[src/rtl/bcd_convert_arbiter_if.sv]
// Requester-side bus of the shared BCD converter: level requests and packed
// binary values in, one-hot acknowledge and the registered BCD result out.
interface bcd_convert_arbiter_if #(
    parameter int NUM_REQ = 4,
    parameter int BIN_W   = 6
);
    localparam int ID_W = $clog2(NUM_REQ);

    logic [NUM_REQ-1:0]       req;
    logic [NUM_REQ*BIN_W-1:0] bin_in;
    logic [NUM_REQ-1:0]       ack;
    logic [11:0]              bcd_out;
    logic [ID_W-1:0]          bcd_id;
    logic                     bcd_valid;
    logic                     busy;

    modport master (
        output req, bin_in,
        input  ack, bcd_out, bcd_id, bcd_valid, busy
    );

    modport slave (
        input  req, bin_in,
        output ack, bcd_out, bcd_id, bcd_valid, busy
    );
endinterface

[src/rtl/bcd_convert_arbiter.sv]
// Round-robin shared binary-to-BCD converter: grants one requester at a time
// and runs a one-bit-per-cycle double-dabble into a 3-digit packed result.
module bcd_convert_arbiter #(
    parameter int NUM_REQ = 4,
    parameter int BIN_W   = 6
) (
    input  logic                  clk,
    input  logic                  reset,
    bcd_convert_arbiter_if.slave  bus
);
    localparam int ID_W  = $clog2(NUM_REQ);
    localparam int CNT_W = $clog2(BIN_W + 1);

    typedef enum logic [1:0] {
        IDLE,
        SHIFT,
        DONE
    } state_t;

    state_t             state, state_next;
    logic [ID_W-1:0]    rr_ptr, rr_next;
    logic [ID_W-1:0]    grant, grant_next;
    logic [BIN_W-1:0]   shreg, shreg_next;
    logic [11:0]        acc, acc_next, acc_adj;
    logic [CNT_W-1:0]   count, count_next;
    logic [11:0]        bcd_out, bcd_out_next;
    logic [ID_W-1:0]    bcd_id, bcd_id_next;
    logic               mask_en;
    logic [NUM_REQ-1:0] eligible;
    logic               found;
    logic [ID_W-1:0]    pick;
    int                 idx;

    // The requester acked in the previous cycle sits out exactly one arbitration.
    always_comb begin
        eligible = bus.req;
        if (mask_en) begin
            eligible[grant] = 1'b0;
        end
    end

    always_comb begin
        found = 1'b0;
        pick  = '0;
        idx   = 0;
        for (int i = 0; i < NUM_REQ; i++) begin
            idx = (int'(rr_ptr) + i) % NUM_REQ;
            if (!found && eligible[ID_W'(idx)]) begin
                found = 1'b1;
                pick  = ID_W'(idx);
            end
        end
    end

    always_comb begin
        acc_adj = acc;
        for (int n = 0; n < 3; n++) begin
            if (acc[n*4 +: 4] >= 4'd5) begin
                acc_adj[n*4 +: 4] = acc[n*4 +: 4] + 4'd3;
            end
        end
    end

    always_comb begin
        state_next   = state;
        rr_next      = rr_ptr;
        grant_next   = grant;
        shreg_next   = shreg;
        acc_next     = acc;
        count_next   = count;
        bcd_out_next = bcd_out;
        bcd_id_next  = bcd_id;
        case (state)
            IDLE: begin
                if (found) begin
                    grant_next = pick;
                    shreg_next = bus.bin_in[pick*BIN_W +: BIN_W];
                    acc_next   = '0;
                    count_next = '0;
                    state_next = SHIFT;
                end
            end
            SHIFT: begin
                acc_next   = 12'({acc_adj, shreg[BIN_W-1]});
                shreg_next = shreg << 1;
                count_next = count + CNT_W'(1);
                // Result is loaded on the last shift so it is visible during DONE.
                if (count == CNT_W'(BIN_W - 1)) begin
                    state_next   = DONE;
                    bcd_out_next = acc_next;
                    bcd_id_next  = grant;
                end
            end
            DONE: begin
                state_next = IDLE;
                rr_next    = (grant == ID_W'(NUM_REQ - 1)) ? '0 : grant + ID_W'(1);
            end
            default: state_next = IDLE;
        endcase
    end

    always_ff @(posedge clk) begin
        if (reset) begin
            state   <= IDLE;
            rr_ptr  <= '0;
            grant   <= '0;
            shreg   <= '0;
            acc     <= '0;
            count   <= '0;
            bcd_out <= '0;
            bcd_id  <= '0;
            mask_en <= 1'b0;
        end else begin
            state   <= state_next;
            rr_ptr  <= rr_next;
            grant   <= grant_next;
            shreg   <= shreg_next;
            acc     <= acc_next;
            count   <= count_next;
            bcd_out <= bcd_out_next;
            bcd_id  <= bcd_id_next;
            mask_en <= (state == DONE);
        end
    end

    assign bus.busy      = (state != IDLE);
    assign bus.bcd_valid = (state == DONE);
    assign bus.ack       = (state == DONE) ? (NUM_REQ'(1) << grant) : '0;
    assign bus.bcd_out   = bcd_out;
    assign bus.bcd_id    = bcd_id;
endmodule
[src/flat_wrapper.sv]
// flat-port wrapper written by rule: the top's interface ports become plain ports
module bcd_convert_arbiter_flat 
#(
    parameter int NUM_REQ = 4,
    parameter int BIN_W   = 6
)
  (clk, reset, bus_req, bus_bin_in, bus_ack, bus_bcd_out, bus_bcd_id, bus_bcd_valid, bus_busy);
  bcd_convert_arbiter_if #(.NUM_REQ(NUM_REQ), .BIN_W(BIN_W)) bus_i ();
  input  logic clk;
  input  logic reset;
  input wire logic [$bits(bus_i.req)-1:0] bus_req;
  input wire logic [$bits(bus_i.bin_in)-1:0] bus_bin_in;
  output wire logic [$bits(bus_i.ack)-1:0] bus_ack;
  output wire logic [$bits(bus_i.bcd_out)-1:0] bus_bcd_out;
  output wire logic [$bits(bus_i.bcd_id)-1:0] bus_bcd_id;
  output wire logic [$bits(bus_i.bcd_valid)-1:0] bus_bcd_valid;
  output wire logic [$bits(bus_i.busy)-1:0] bus_busy;
  assign bus_i.req = bus_req;
  assign bus_i.bin_in = bus_bin_in;
  assign bus_ack = bus_i.ack;
  assign bus_bcd_out = bus_i.bcd_out;
  assign bus_bcd_id = bus_i.bcd_id;
  assign bus_bcd_valid = bus_i.bcd_valid;
  assign bus_busy = bus_i.busy;
  bcd_convert_arbiter #(.NUM_REQ(NUM_REQ), .BIN_W(BIN_W)) u_core (.clk(clk), .reset(reset), .bus(bus_i));
endmodule
[config.mk]
export PLATFORM = sky130hd
export DESIGN_NAME = bcd_convert_arbiter_flat
export DESIGN_NICKNAME = d
export VERILOG_FILES = /design/src/rtl/bcd_convert_arbiter_if.sv /design/src/rtl/bcd_convert_arbiter.sv /design/src/flat_wrapper.sv
export SDC_FILE = /design/constraint.sdc
export NUM_CORES = 1
export LEC_CHECK = 0
export BUFFER_PORTS_ARGS = -buffer_cell sky130_fd_sc_hd__buf_2
export CORE_MARGIN = 4
export CORE_UTILIZATION = 35
export CTS_BUF_LIST = sky130_fd_sc_hd__clkbuf_8 sky130_fd_sc_hd__clkbuf_16
export DETAILED_ROUTE_END_ITERATION = 10
export GPL_TIMING_DRIVEN = 0
export PLACE_DENSITY = 0.59
export SYNTH_ARGS = -nofsm -noshare
export SYNTH_HDL_FRONTEND = slang
export SYNTH_SLANG_ARGS = --single-unit
export TNS_END_PERCENT = 1
[constraint.sdc]
create_clock -name clk -period 5 [get_ports clk]
set_input_delay 1 -clock clk [delete_from_list [all_inputs] [get_ports clk]]
set_output_delay 1 -clock clk [all_outputs]
set_load 0.01 [all_outputs]
# Word-level counts from Yosys, hierarchy flattened
# Cells that the tools add are included.
# word_totals
elab_cells,88
in_bits,30
register_bits,42
output_inout_bits,20
# classes
eq_ne,6
reduce_logical,14
muxes,37
addsub,8
bitwise_logic,2
shift,2
n_mul,1
magnitude_cmp,9
# ops
op,n
$pmux 12 s2,1
$shiftx 24x6->6,1
$lt 2x4->1 const B,4
$mux 4,4
$mux 2,7
$mux 1,13
$ge 4x3->1 const B,3
$mux 12,1
$pmux 6 s2,1
$add 4x2->4 const B,2
$bmux 1 s2,4
$reduce_and 2->1,4
$mux 3,2
$mux 6,1
$pmux 3 s2,1
$add 2x1->2 const B,2
$add 2x2->2 const B,2
$and 4x4->4,1
$eq 2x2->1 const B,2
$logic_and 1x1->1,4
$mul 2x2->4 const B,1
$ne 2x1->1 const B,2
$not 4->4,1
$pmux 2 s2,1
other kinds (11),14

# Depth between registers and ports, before layout
# logic_depth
word_depth,24
depth_mapped,9
depth_no_buf,8

# Worst setup path after synthesis
# No wires, ideal clock.
# synth_path
kind,input to register
start,input port bus_req[2]
end,register u_core.shreg[5]
path_buffers,1
path_slack_ns,2.424
cell_stages,7
required_time_ns,4.868
setup_ns,0.132
arrival_ns,2.444
cell_sequence,a21bo_1 or3_1 o221ai_2 buf_12 mux2_4 a221oi_2 a21oi_1
# synth_between
elab_chain_cells,19
# synth_lines
element,line_no,rtl
start: declaration,flat_wrapper.sv:11,input wire logic [$bits(bus_i.req)-1:0] bus_req;
$and 4x4->4 (no line),-,
$mux 4 (*),bcd_convert_arbiter.sv:37,if (mask_en) begin
$bmux 1 s2,bcd_convert_arbiter.sv:48,if (!found && eligible[ID_W'(idx)]) begin
$mux 1 (not written as such) (2 in series),bcd_convert_arbiter.sv:48,
$mux 1,bcd_convert_arbiter.sv:48,
$logic_not 1->1,bcd_convert_arbiter.sv:48,
$logic_and 1x1->1,bcd_convert_arbiter.sv:48,
$mux 1,bcd_convert_arbiter.sv:48,
[... 2 more ...],-,
$mux 1,bcd_convert_arbiter.sv:48,
$logic_not 1->1,bcd_convert_arbiter.sv:48,
$logic_and 1x1->1,bcd_convert_arbiter.sv:48,
$mux 2,bcd_convert_arbiter.sv:48,
$mul 2x2->4,bcd_convert_arbiter.sv:77,shreg_next = bus.bin_in[pick*BIN_W +: BIN_W];
$shiftx 24x6->6,bcd_convert_arbiter.sv:77,
$mux 6,bcd_convert_arbiter.sv:75,if (found) begin
$pmux 6 s2,bcd_convert_arbiter.sv:73,case (state)
end signal: assignment,bcd_convert_arbiter.sv:117,shreg <= shreg_next;
end: declaration,bcd_convert_arbiter.sv:23,"logic [BIN_W-1:0] shreg, shreg_next;"
# Every way passes the cells marked *; elsewhere a longest branch is shown, timed or not. The select of a mux whose other input is x is not followed.
# A chain may end at the register's enable or synchronous reset.

# Final worst setup path
# layout_path
start,input port bus_req[2]
end,register u_core.count[2]
# layout_between
elab_chain_cells,17
# layout_lines
element,line_no,rtl
$and 4x4->4 (no line),-,
$mux 4 (*),bcd_convert_arbiter.sv:37,
$bmux 1 s2,bcd_convert_arbiter.sv:48,
$mux 1 (not written as such) (2 in series),bcd_convert_arbiter.sv:48,
$mux 1,bcd_convert_arbiter.sv:48,
$logic_not 1->1,bcd_convert_arbiter.sv:48,
$logic_and 1x1->1,bcd_convert_arbiter.sv:48,
$mux 1,bcd_convert_arbiter.sv:48,
$logic_not 1->1,bcd_convert_arbiter.sv:48,
$logic_and 1x1->1,bcd_convert_arbiter.sv:48,
$mux 1,bcd_convert_arbiter.sv:48,
$logic_not 1->1,bcd_convert_arbiter.sv:48,
$logic_and 1x1->1,bcd_convert_arbiter.sv:48,
$mux 1 (*),bcd_convert_arbiter.sv:48,
$ne 2x1->1 (no line) (*),-,
$reduce_and 2->1 (no line) (*),-,
end signal: assignment,bcd_convert_arbiter.sv:119,count <= count_next;
end: declaration,bcd_convert_arbiter.sv:25,"logic [CNT_W-1:0] count, count_next;"
# Marks and branches as above.

==> metrics.csv <==
metric;value;unit
outcome;complete, no violations;
Synth cell types;44;
switching share of power;26.7;%
Root Buffer;clkbuf_8;
die span in x;88.5;um
Final Hold Viols;0;
VDD IR max;0.137;mV
predominant post-synthesis flop cell;dfxtp_1;
sequential-to-total area share from yosys stat;37.0;%
core area;0.00631;sq mm
Hold Crit Depth;2;
Area Overhead vs Synth;19.0;%
Rows;29;
Fmax achieved;375;MHz
post-CTS sizing;0;
crit path max fanout;10;
Synth top cells by count;42 x dfxtp_1, 38 x nor2_1, 37 x a21oi_1, 25 x nand2_1, 15 x inv_1;
ys async rst share;0;%
Top delay family on crit path;buffers and inverters;
synthesized area;0.00227;sq mm
wire length per cell;13.4;um
Least-Margin Pin Slew;0.631;ns
vias post-DR;2091;
sum of negative setup slack;0;ns
CTS Hold Bufs;0;
largest net degree at the start of global routing;14;
reg2reg path depth;8;
Syn Nets;323;
cells after synthesis;281;
Critical Path RT;5.23;ns
Port Buffers;48;
relative slew slack;57.6;%
Comb power frac;13.4;%
Clk pin slew, worst setup/hold paths;0.08;ns
vias in the first global route;1980;
worst skew pair latency;0.29;ns
Tcrit/Tclk final;53.4;%
htree depth;2;
Overall Global Routing Usage;14.8;%
Critical Path Most Common Cell;buf_2;
ratio of cells with drive above 1 in the final layout;19.3;%
Routed Antenna Nets;0;
Max Cap Viol;0;
max incr delay on CP;0.58;ns
Final setup viols;0;
Slew Viols, Final;0;
area of the multi-input gates;0.00130;sq mm
Post-synth EDFFs;0;
WL final;5.57;mm
Final Core Density;42.8;%
Post-CTS Setup Bufs;0;
Critical R2R Launch;u_core.grant[0];
Hold Slack;0.453;ns
initial antenna violation count;0;
sequential fraction of design power;51.9;%
hold_sp;u_core.bus.bcd_out[6];
Synth Area per Inst;8.08;sq um
clock tree from TritonCTS;built;
Hold WC Path Type;flop to flop;
post-detail-place hpwl;4.11;mm
WP buf/inv;4;
top-count cell post-synth;dfxtp_1;
residual DRC count;0;
Yosys reg bits;42;
CP Class;primary input to flop;
DR iter-0 viols;115;
Final Net Count;378;
CTS buffer count;5;
first-pass iteration count of the detailed router;4;
CTS Buffer Depth;2;
Initial Util;35.9;%
arrival time worst endpoint;2.90;ns
number of I/O pins;50;
hold path endpoint;u_core.bus.bcd_out[6];
Fillers;679;
Die Span Y;88.5;um
ranking of synthesized cells by area;dfxtp_1 37%, a21oi_1 8.2%, ha_1 6.6%;
CP max-delay cell;o31ai_1;
GRT Residual Overflow;0;
RSZ-0062 raised after global routing;no;
post-synth top area cell;dfxtp_1;
crit path capture type;flop;
Antenna Cells;0;
first-pass GRT wire length;9.12;mm
Psw;179;uW
YS warnings;0;
register area;841;sq um
DIE AREA;0.00784;sq mm
Final Skew;0.00532;ns
drt via density;5.05;
crit path cell chain;buf_2 -> inv_1 -> o22ai_1 -> o31ai_1 -> clkbuf_1 -> buf_2 -> nand3_1 -> a21oi_1;
Worst R2R End;u_core.shreg[2];
minimum clock period;2.67;ns
Sink Count;42;
LEAKAGE;0.00115;uW
P_int;492;uW
CP startpoint kind;primary input;
pwr dens;248;mW/mm^2
Reg2Reg Setup Slack;2.50;ns
Clk pwr share;34.6;%
top cell type's share of synthesized area;37.0;%
RD Place Congestion;0.781;
stage by stage:
stage / worst slack [ns] / instances / total power [uW] / area [sq um]
global placement: 2.08 / 406 / 446 / 2610
floorplan: 2.42 / 281 / 416 / 2270
global route: 2.15 / 414 / 702 / 2700
CTS: 2.37 / 414 / 677 / 2700
finish: 2.33 / 414 / 671 / 2700
detailed placement: 2.06 / 406 / 447 / 2610
registers in the layout, indices dropped and copies added, names as in the netlist, 2 cells and up:
name,flops
u_core.state,2
u_core.shreg,6
u_core.grant,2
u_core.rr_ptr,2
u_core.bus.bcd_out,12
u_core.count,3
u_core.acc,12
u_core.bus.bcd_id,2
how the worst max path moves through the flow:
| stage | startpoint | endpoint | slack, ns | depth (start not counted) |
|---|---|---|---|---|
| 2_1_floorplan | bus_req[2] | u_core.shreg[5] | 2.42 | 7 |
| 3_3_place_gp | bus_req[2] | u_core.count[2] | 2.08 | 8 |
| 3_5_place_dp | bus_req[2] | u_core.count[2] | 2.06 | 8 |
| 4_1_cts | bus_req[2] | u_core.count[2] | 2.37 | 8 |
| 5_1_grt | bus_req[2] | u_core.count[2] | 2.15 | 8 |
| 6_report | bus_req[2] | u_core.count[2] | 2.33 | 8 |
tightest hold or removal path: cells and delay by family, from the launching register on:
family | cells | cell delay, ns
flops | 1 | 0.31
compound gates | 1 | 0.05
simple gates | 1 | 0.05
metal layers:
layer  vias to the layer above  GRT usage [%]  wire (um)
met5                         -              0          0
met2                        41           24.7       2470
met4                         0           5.22         65
met1                       956           19.2       2800
li1                       1088              -          -
met3                         6           2.61        231
placed cells by master (no fill, tap or decap), types with 3 or more instances in the layout:
master	count
nor2_1	38
a31oi_1	6
a211oi_1	6
and2_1	5
inv_1	15
nor3_1	7
nand2b_1	6
a21oi_1	37
buf_2	49
clkbuf_8	6
nand3_1	9
mux2_1	4
xnor2_1	3
o21ai_0	6
clkbuf_1	11
nand2_1	25
ha_1	12
dfxtp_1	42
and3_1	3
mux2i_1	11
or2_0	3
nor3b_1	4
power by group through the flow:
| stage | combinational [uW] | clock, uW | sequential (uW) |
|---|---|---|---|
| 2_1_floorplan | 61.5 | 0 | 355 |
| 3_3_place_gp | 89.3 | 0 | 356 |
| 3_5_place_dp | 90.4 | 0 | 356 |
| 4_1_cts | 90.7 | 238 | 348 |
| 5_1_grt | 100 | 252 | 350 |
| 6_report | 90.3 | 232 | 349 |
final cells by class:
type	count	area share [%]
flip-flops and latches	42	31.1
repair buffers	48	8.89
multi-input cells	209	48.1
well taps	77	3.57
plain buffers	14	2.59
clock buffers	6	3.06
clock inverters	2	0.463
inverters	16	2.22
logic make-up (layout without fill, tap and decap cells):
logic type | after synthesis | after routing | share of synthesized area (%)
simple gates | 104 | 104 | 21.1
compound gates | 74 | 74 | 20.8
flops | 42 | 42 | 37.0
buf+inv | 30 | 86 | 5.73
mux | 16 | 16 | 7.50
fa+ha+maj | 12 | 12 | 6.62
xor+xnor | 3 | 3 | 1.16
No activity file was read; power rests on OpenSTA's default activity.
